**src/rtl/ex_operand_stage.sv**
```systemverilog
// ID/EX pipeline register with EX-side operand forwarding, ALU op decode
// and load-use hazard detection for the 5-stage MIPS pipeline.
module ex_operand_stage #(
    parameter int unsigned DW = 32,
    parameter int unsigned RW = 5
) (
    input  logic          clk,
    input  logic          rst_n,
    input  logic          stall,
    input  logic          flush,
    input  logic          id_valid,
    input  logic [DW-1:0] id_rs_data,
    input  logic [DW-1:0] id_rt_data,
    input  logic [DW-1:0] id_imm,
    input  logic [RW-1:0] id_rs,
    input  logic [RW-1:0] id_rt,
    input  logic [RW-1:0] id_rd,
    input  logic [1:0]    id_aluop,
    input  logic [5:0]    id_funct,
    input  logic          id_alusrc,
    input  logic          id_regdst,
    input  logic          id_regwrite,
    input  logic          id_memread,
    input  logic          id_memwrite,
    input  logic          id_memtoreg,
    input  logic          exmem_regwrite,
    input  logic [RW-1:0] exmem_rd,
    input  logic [DW-1:0] exmem_result,
    input  logic          memwb_regwrite,
    input  logic [RW-1:0] memwb_rd,
    input  logic [DW-1:0] memwb_result,
    output logic [DW-1:0] alu_a,
    output logic [DW-1:0] alu_b,
    output logic [3:0]    alu_op,
    output logic [DW-1:0] ex_store_data,
    output logic [RW-1:0] ex_dst,
    output logic          ex_valid,
    output logic          ex_regwrite,
    output logic          ex_memread,
    output logic          ex_memwrite,
    output logic          ex_memtoreg,
    output logic          load_use_hazard
);

    localparam logic [3:0] OP_AND = 4'b0000;
    localparam logic [3:0] OP_OR  = 4'b0001;
    localparam logic [3:0] OP_ADD = 4'b0010;
    localparam logic [3:0] OP_SUB = 4'b0110;
    localparam logic [3:0] OP_SLT = 4'b0111;

    typedef struct packed {
        logic          valid;
        logic          alusrc;
        logic          regdst;
        logic          regwrite;
        logic          memread;
        logic          memwrite;
        logic          memtoreg;
        logic [1:0]    aluop;
        logic [5:0]    funct;
        logic [RW-1:0] rs;
        logic [RW-1:0] rt;
        logic [RW-1:0] rd;
        logic [DW-1:0] rs_data;
        logic [DW-1:0] rt_data;
        logic [DW-1:0] imm;
    } idex_t;

    idex_t idex_q;
    idex_t id_cap;
    logic [DW-1:0] fwd_rs;
    logic [DW-1:0] fwd_rt;

    // ID-side capture; control bits are qualified by id_valid so bubbles stay inert
    always_comb begin
        id_cap          = '0;
        id_cap.valid    = id_valid;
        id_cap.alusrc   = id_alusrc;
        id_cap.regdst   = id_regdst;
        id_cap.regwrite = id_regwrite & id_valid;
        id_cap.memread  = id_memread  & id_valid;
        id_cap.memwrite = id_memwrite & id_valid;
        id_cap.memtoreg = id_memtoreg & id_valid;
        id_cap.aluop    = id_aluop;
        id_cap.funct    = id_funct;
        id_cap.rs       = id_rs;
        id_cap.rt       = id_rt;
        id_cap.rd       = id_rd;
        id_cap.rs_data  = id_rs_data;
        id_cap.rt_data  = id_rt_data;
        id_cap.imm      = id_imm;
    end

    always_ff @(posedge clk or negedge rst_n) begin
        if (!rst_n) begin
            idex_q <= '0;
        end else if (flush) begin
            idex_q <= '0;
        end else if (!stall) begin
            idex_q <= id_cap;
        end
    end

    // Forwarding: later assignment wins, so EX/MEM overrides MEM/WB
    always_comb begin
        fwd_rs = idex_q.rs_data;
        if (memwb_regwrite && (memwb_rd != '0) && (memwb_rd == idex_q.rs)) fwd_rs = memwb_result;
        if (exmem_regwrite && (exmem_rd != '0) && (exmem_rd == idex_q.rs)) fwd_rs = exmem_result;
    end

    always_comb begin
        fwd_rt = idex_q.rt_data;
        if (memwb_regwrite && (memwb_rd != '0) && (memwb_rd == idex_q.rt)) fwd_rt = memwb_result;
        if (exmem_regwrite && (exmem_rd != '0) && (exmem_rd == idex_q.rt)) fwd_rt = exmem_result;
    end

    always_comb begin
        alu_op = OP_ADD;
        case (idex_q.aluop)
            2'b00: alu_op = OP_ADD;
            2'b01: alu_op = OP_SUB;
            2'b11: alu_op = OP_OR;
            default: begin
                case (idex_q.funct)
                    6'b100000, 6'b100001: alu_op = OP_ADD;
                    6'b100010, 6'b100011: alu_op = OP_SUB;
                    6'b100100:            alu_op = OP_AND;
                    6'b100101:            alu_op = OP_OR;
                    6'b101010:            alu_op = OP_SLT;
                    default:              alu_op = OP_ADD;
                endcase
            end
        endcase
    end

    assign alu_a         = fwd_rs;
    assign alu_b         = idex_q.alusrc ? idex_q.imm : fwd_rt;
    assign ex_store_data = fwd_rt;
    assign ex_dst        = idex_q.regdst ? idex_q.rd : idex_q.rt;
    assign ex_valid      = idex_q.valid;
    assign ex_regwrite   = idex_q.regwrite;
    assign ex_memread    = idex_q.memread;
    assign ex_memwrite   = idex_q.memwrite;
    assign ex_memtoreg   = idex_q.memtoreg;

    // A load in EX writes its rt; any ID source reading that register must wait
    assign load_use_hazard = idex_q.valid & idex_q.memread & (idex_q.rt != '0) &
                             ((idex_q.rt == id_rs) | (idex_q.rt == id_rt)) & id_valid;

endmodule

```
**config.mk**
```make
export PLATFORM = sky130hd
export DESIGN_NAME = ex_operand_stage
export DESIGN_NICKNAME = d
export VERILOG_FILES = /design/src/rtl/ex_operand_stage.sv
export SDC_FILE = /design/constraint.sdc
export NUM_CORES = 1
export LEC_CHECK = 0
export CAP_MARGIN = 30
export CORE_MARGIN = 2
export CORE_UTILIZATION = 50
export DETAILED_ROUTE_END_ITERATION = 6
export DONT_BUFFER_PORTS = 1
export GPL_TIMING_DRIVEN = 0
export SLEW_MARGIN = 15
export SYNTH_ARGS = -nofsm -noshare
export SYNTH_HDL_FRONTEND = slang
export SYNTH_SLANG_ARGS = --single-unit
export TNS_END_PERCENT = 1
```
**constraint.sdc**
```tcl
create_clock -name clk -period 5.3 [get_ports clk]
set_clock_uncertainty 0.1 [all_clocks]
set_input_delay 1.06 -clock clk [delete_from_list [all_inputs] [get_ports clk]]
set_output_delay 1.06 -clock clk [all_outputs]
set_load 0.03 [all_outputs]
```
* Word level (Yosys, flattened, before mapping)
Cells that the tools add are included.
** Operators by class
- Bitwise operators :: 9
- Mux-type cells :: 10
- Reduce and logical (&&, ||, !) cells :: 11
- Equal/unequal tests :: 14
** Operators with widths (number)
- 126-bit two-way mux :: 2
- 32-bit two-way mux :: 5
- 5-bit equality test :: 6
- 6-bit equality test (second input constant) :: 5
- 5-bit nonzero test :: 3
- 3-bit one-hot mux with 4 select lines :: 1
- 3-bit one-hot mux with 3 select lines :: 1
- 1-bit AND :: 8
- 1-bit logical AND :: 6
- 5-bit two-way mux :: 1
- 2-bit by 1-bit equality test with 1-bit output (second input constant) :: 1
- 2-bit equality test (second input constant) :: 1
- 2-bit zero test :: 1
- 2-bit by 1-bit inequality test with 1-bit output (second input constant) :: 1
- 2-bit OR reduction :: 1
- 1-bit OR :: 1
** Storage, ports and cells
- Input bits :: 206
- Flip-flop bits (word level) :: 126

* Logic depth before layout (Yosys ltp)
- Depth in word-level cells :: 6
- Mapped depth :: 8
- Gate-level depth less buffers :: 5

* Least setup slack after synthesis
Ideal clock, no wire load.
- Kind :: input -> output
- From :: in memwb_rd[1]
- To :: out alu_b[11]
- Arrival :: 3.099 ns
- Setup slack :: 1.041 ns
- Stages on the path :: 6
- Required time :: 4.140 ns
- Cells stage by stage :: or4_4 -> o211ai_2 -> buf_2 -> o21ai_1 -> a31oi_1 -> mux2_2
** On the way
- Word-level cells in the longest chain between the ends :: 6
** Ends and longest elaborated chain
- from (decl) :: line 30 : input logic [RW-1:0] memwb_rd,
- 5-bit nonzero test :: line 113 : if (memwb_regwrite && (memwb_rd != '0) && (memwb_rd == idex_q.rt)) fwd_rt = memwb_result;
- 1-bit logical AND :: line 113
- 1-bit logical AND * :: line 113
- 32-bit two-way mux * :: line 113
- 32-bit two-way mux * :: line 114 : if (exmem_regwrite && (exmem_rd != '0) && (exmem_rd == idex_q.rt)) fwd_rt = exmem_result;
- via ex_store_data[11] :: line 35 : output logic [DW-1:0] ex_store_data,
- 32-bit two-way mux * :: line 137 : assign alu_b = idex_q.alusrc ? idex_q.imm : fwd_rt;
- to (decl) :: line 33 : output logic [DW-1:0] alu_b,
Mark *: on every way through the listed nets, which the timed path passes. The rest lies on a longest branch.

* Worst setup path in the final report
- From :: in memwb_rd[4]
- To :: out alu_b[1]
Same word-level chain as after synthesis.

==> impl_metrics.yaml <==
power:
  power_mw: 2.695
  leakage_nw: 3.752
  power.density_nw_per_um2: 318.5
  vdd_ir_drop_max_mv: 0.2009
cts:
  post_cts_buffers: 0
  insertion_delay_ps: 410
  numCtsBuffers: 17
  cts-root-buf: "clkbuf_16"
  ctsResizeCount: 0
  ctsHoldBuffers: 0
  ctsHtreeMaxLevel: 4
  clkSinkCount: 126
  cts.clk_slew.worst_paths_ps: 60
  clk_path_buf_depth: 2
  cts_tree: "done"
grt:
  grt_overflow: 0
  antenna_found_initial: 0
  grt_use_total: 0.3028
  grt_max_degree: 127
  grt_pass1_vias: 6492
  grt_pass1_wl_um: 37030
sta:
  fin_crit_ps: 4812
  max_clock_freq_ghz: 0.2078
  hold_slack_ps: 235.4
  setup_viol: 0
  slew_headroom: 0.3246
  grt_setup_unrepaired: "false"
  slew_viol_final: 0
  period_share: 0.9079
  worst_slew_pin_slew_ps: 1003
  setup_tns_ps: 0
  hold_viol_final: 0
placed_design:
  port_buffers: 0
  gp_congestion: 0.9002
  dp_hpwl_um: 18570
  place_inst: 973
die:
  core-area_um2: 15090
  die_y_um: 127.7
  die_x_um: 127.7
  io_pins: 317
  die-area_um2: 16320
  num_rows: 45
  start_util: 0.5073
drt:
  wl_per_cell_um: 24.85
  ant_nets: 0
  post-route-drc-count: 0
  drt_pre_antenna_iters: 5
  drt_iter0_drc: 332
  routed_wl_um: 24920
  viasPerCell: 6.189
  vias: 6208
finish:
  final_common_cell: "nor2_1"
  final_cell_mix: "164 x nor2_1, 154 x mux2i_1, 126 x dfrtp_1, 38 x a21oi_1, 36 x mux2_2"
  fin_nets: 1010
  layoutNonFillerInstCount: 1003
  drive_gt1_frac: 0.1399
  antennaDiodeCount: 0
  synthToLayoutAreaGrowth_pct: 10.53
  num-fill-cells: 1360
worst_setup_path:
  crit_path_start_kind: "input pin"
  worstPathRequired_ps: 4140
  path_class: "input pin to primary output"
  cp.arrival_ps: 3650
  critPathCaptureType: "primary output"
  worstPathMaxFanout: 10
synth:
  synth-seq-area-share: 0.4119
  avgSynthCellArea_um2: 9.751
  yosysWarnings: 0
  synth.net_count: 991
  netlist_area_um2: 7655
  yosysUniqueCellTypes: 40
  synthCells: 785
  ys_ff_latch: 126
worst_hold_path:
  hp-class: "input pin to asynchronous set/reset pin"
job:
  drv_cap: 0
status:
  status: "completed"
[cell families after synthesis]
family | Yosys count | share of synthesized area
simple gates | 253 | 0.1453
other cells | 1 | 0.0004899
xor+xnor | 30 | 0.03432
buf+inv | 73 | 0.04495
mux | 191 | 0.2558
flops | 126 | 0.4119
compound gates | 111 | 0.1072
[flip-flops by register name (all words and copies together), names as in the netlist]
signal       flops
idex_q         121
ex_memread       1
ex_memtoreg      1
ex_memwrite      1
ex_regwrite      1
ex_valid         1
[critical path, stage by stage]
cell and delay (ps):
xor2_1 160, nor4b_2 690, clkbuf_1 460, nand3_1 140, a31oi_1 720, mux2_2 420
[synth_stat cells]
| cell | count | area share |
|---|---|---|
| nand4_1 | 3 | 0.0025 |
| nand2b_1 | 1 | 0.00082 |
| nor4b_2 | 1 | 0.0020 |
| nor3_1 | 34 | 0.022 |
| nand3_1 | 35 | 0.023 |
| or2_1 | 1 | 0.00082 |
| buf_6 | 3 | 0.0044 |
| o211a_1 | 1 | 0.0013 |
| a21oi_1 | 38 | 0.025 |
| or4_1 | 2 | 0.0020 |
| a22oi_1 | 1 | 0.00098 |
| buf_4 | 3 | 0.0029 |
| mux2_2 | 36 | 0.053 |
| inv_1 | 1 | 0.00049 |
| xnor2_1 | 17 | 0.019 |
| mux2_1 | 1 | 0.0015 |
| o21ai_1 | 20 | 0.013 |
| xor2_1 | 13 | 0.015 |
| nor3b_1 | 1 | 0.00098 |
| o211ai_4 | 1 | 0.0028 |
| conb_1 | 1 | 0.00049 |
| buf_1 | 17 | 0.0083 |
| or4b_4 | 1 | 0.0018 |
| o21ai_0 | 5 | 0.0033 |
| nor2_1 | 164 | 0.080 |
| dfrtp_1 | 126 | 0.41 |
| o21a_1 | 1 | 0.00098 |
| or4_4 | 2 | 0.0029 |
| nor2b_1 | 3 | 0.0025 |
| a31oi_4 | 10 | 0.028 |
| a31oi_1 | 22 | 0.018 |
| nand2_1 | 4 | 0.0020 |
| mux2i_1 | 154 | 0.20 |
| o21ai_2 | 10 | 0.011 |
| o211ai_2 | 1 | 0.0016 |
| clkbuf_1 | 32 | 0.016 |
| nor4_2 | 1 | 0.0016 |
| buf_2 | 16 | 0.010 |
| buf_12 | 1 | 0.0026 |
| o2111ai_1 | 1 | 0.0011 |
[final timing paths]
kind / endpoint / from / cells after the start / slack [ps]
worst max-delay path: alu_b[1] / memwb_rd[4] / 6 / 490
worst min-delay path: idex_q[79] / rst_n / 0 / 240
worst max register to register: idex_q[124] / idex_q[124] / 4 / 3630
worst min register to register: idex_q[5] / idex_q[5] / 2 / 420
max in group asynchronous: idex_q[37] / rst_n / 0 / 4650
min in group clk: idex_q[5] / idex_q[5] / 2 / 420
[layout make-up]
cell class              instances  area [um2]  share of cell area
multi-input cells             586        4158              0.4914
flip-flops and latches        126        3153              0.3727
clock buffers                  25       515.5             0.06093
plain buffers                  72       340.3             0.04022
well taps                     188       235.2             0.02780
clock inverters                 5       55.05            0.006507
inverters                       1       3.754           0.0004437
[report_power, final]
| part | internal, mW | switching, mW | total [mW] |
|---|---|---|---|
| clock network | 0.713 | 0.422 | 1.13 |
| logic | 0.153 | 0.353 | 0.506 |
| registers | 1.02 | 0.0371 | 1.05 |
[metrics by stage]
step	worst slack [ps]	instance area, um2	util
finish	488.0	8461	0.5607
global route	368.0	8461	0.5607
CTS	542.7	8461	0.5607
detailed placement	554.2	7890	0.5229
global placement	553.0	7890	0.5229
floorplan	1041	7655	-
[layer usage]
layer  routed length, um  GRT usage  vias to the layer above
li1                    -          -                     2777
met1                9769     0.3628                     3076
met2               12490     0.5159                      312
met3                2049    0.09140                       43
met4                 611     0.1118                        0
met5                   0          0                        -
No activity file was read; power rests on OpenSTA's default activity.
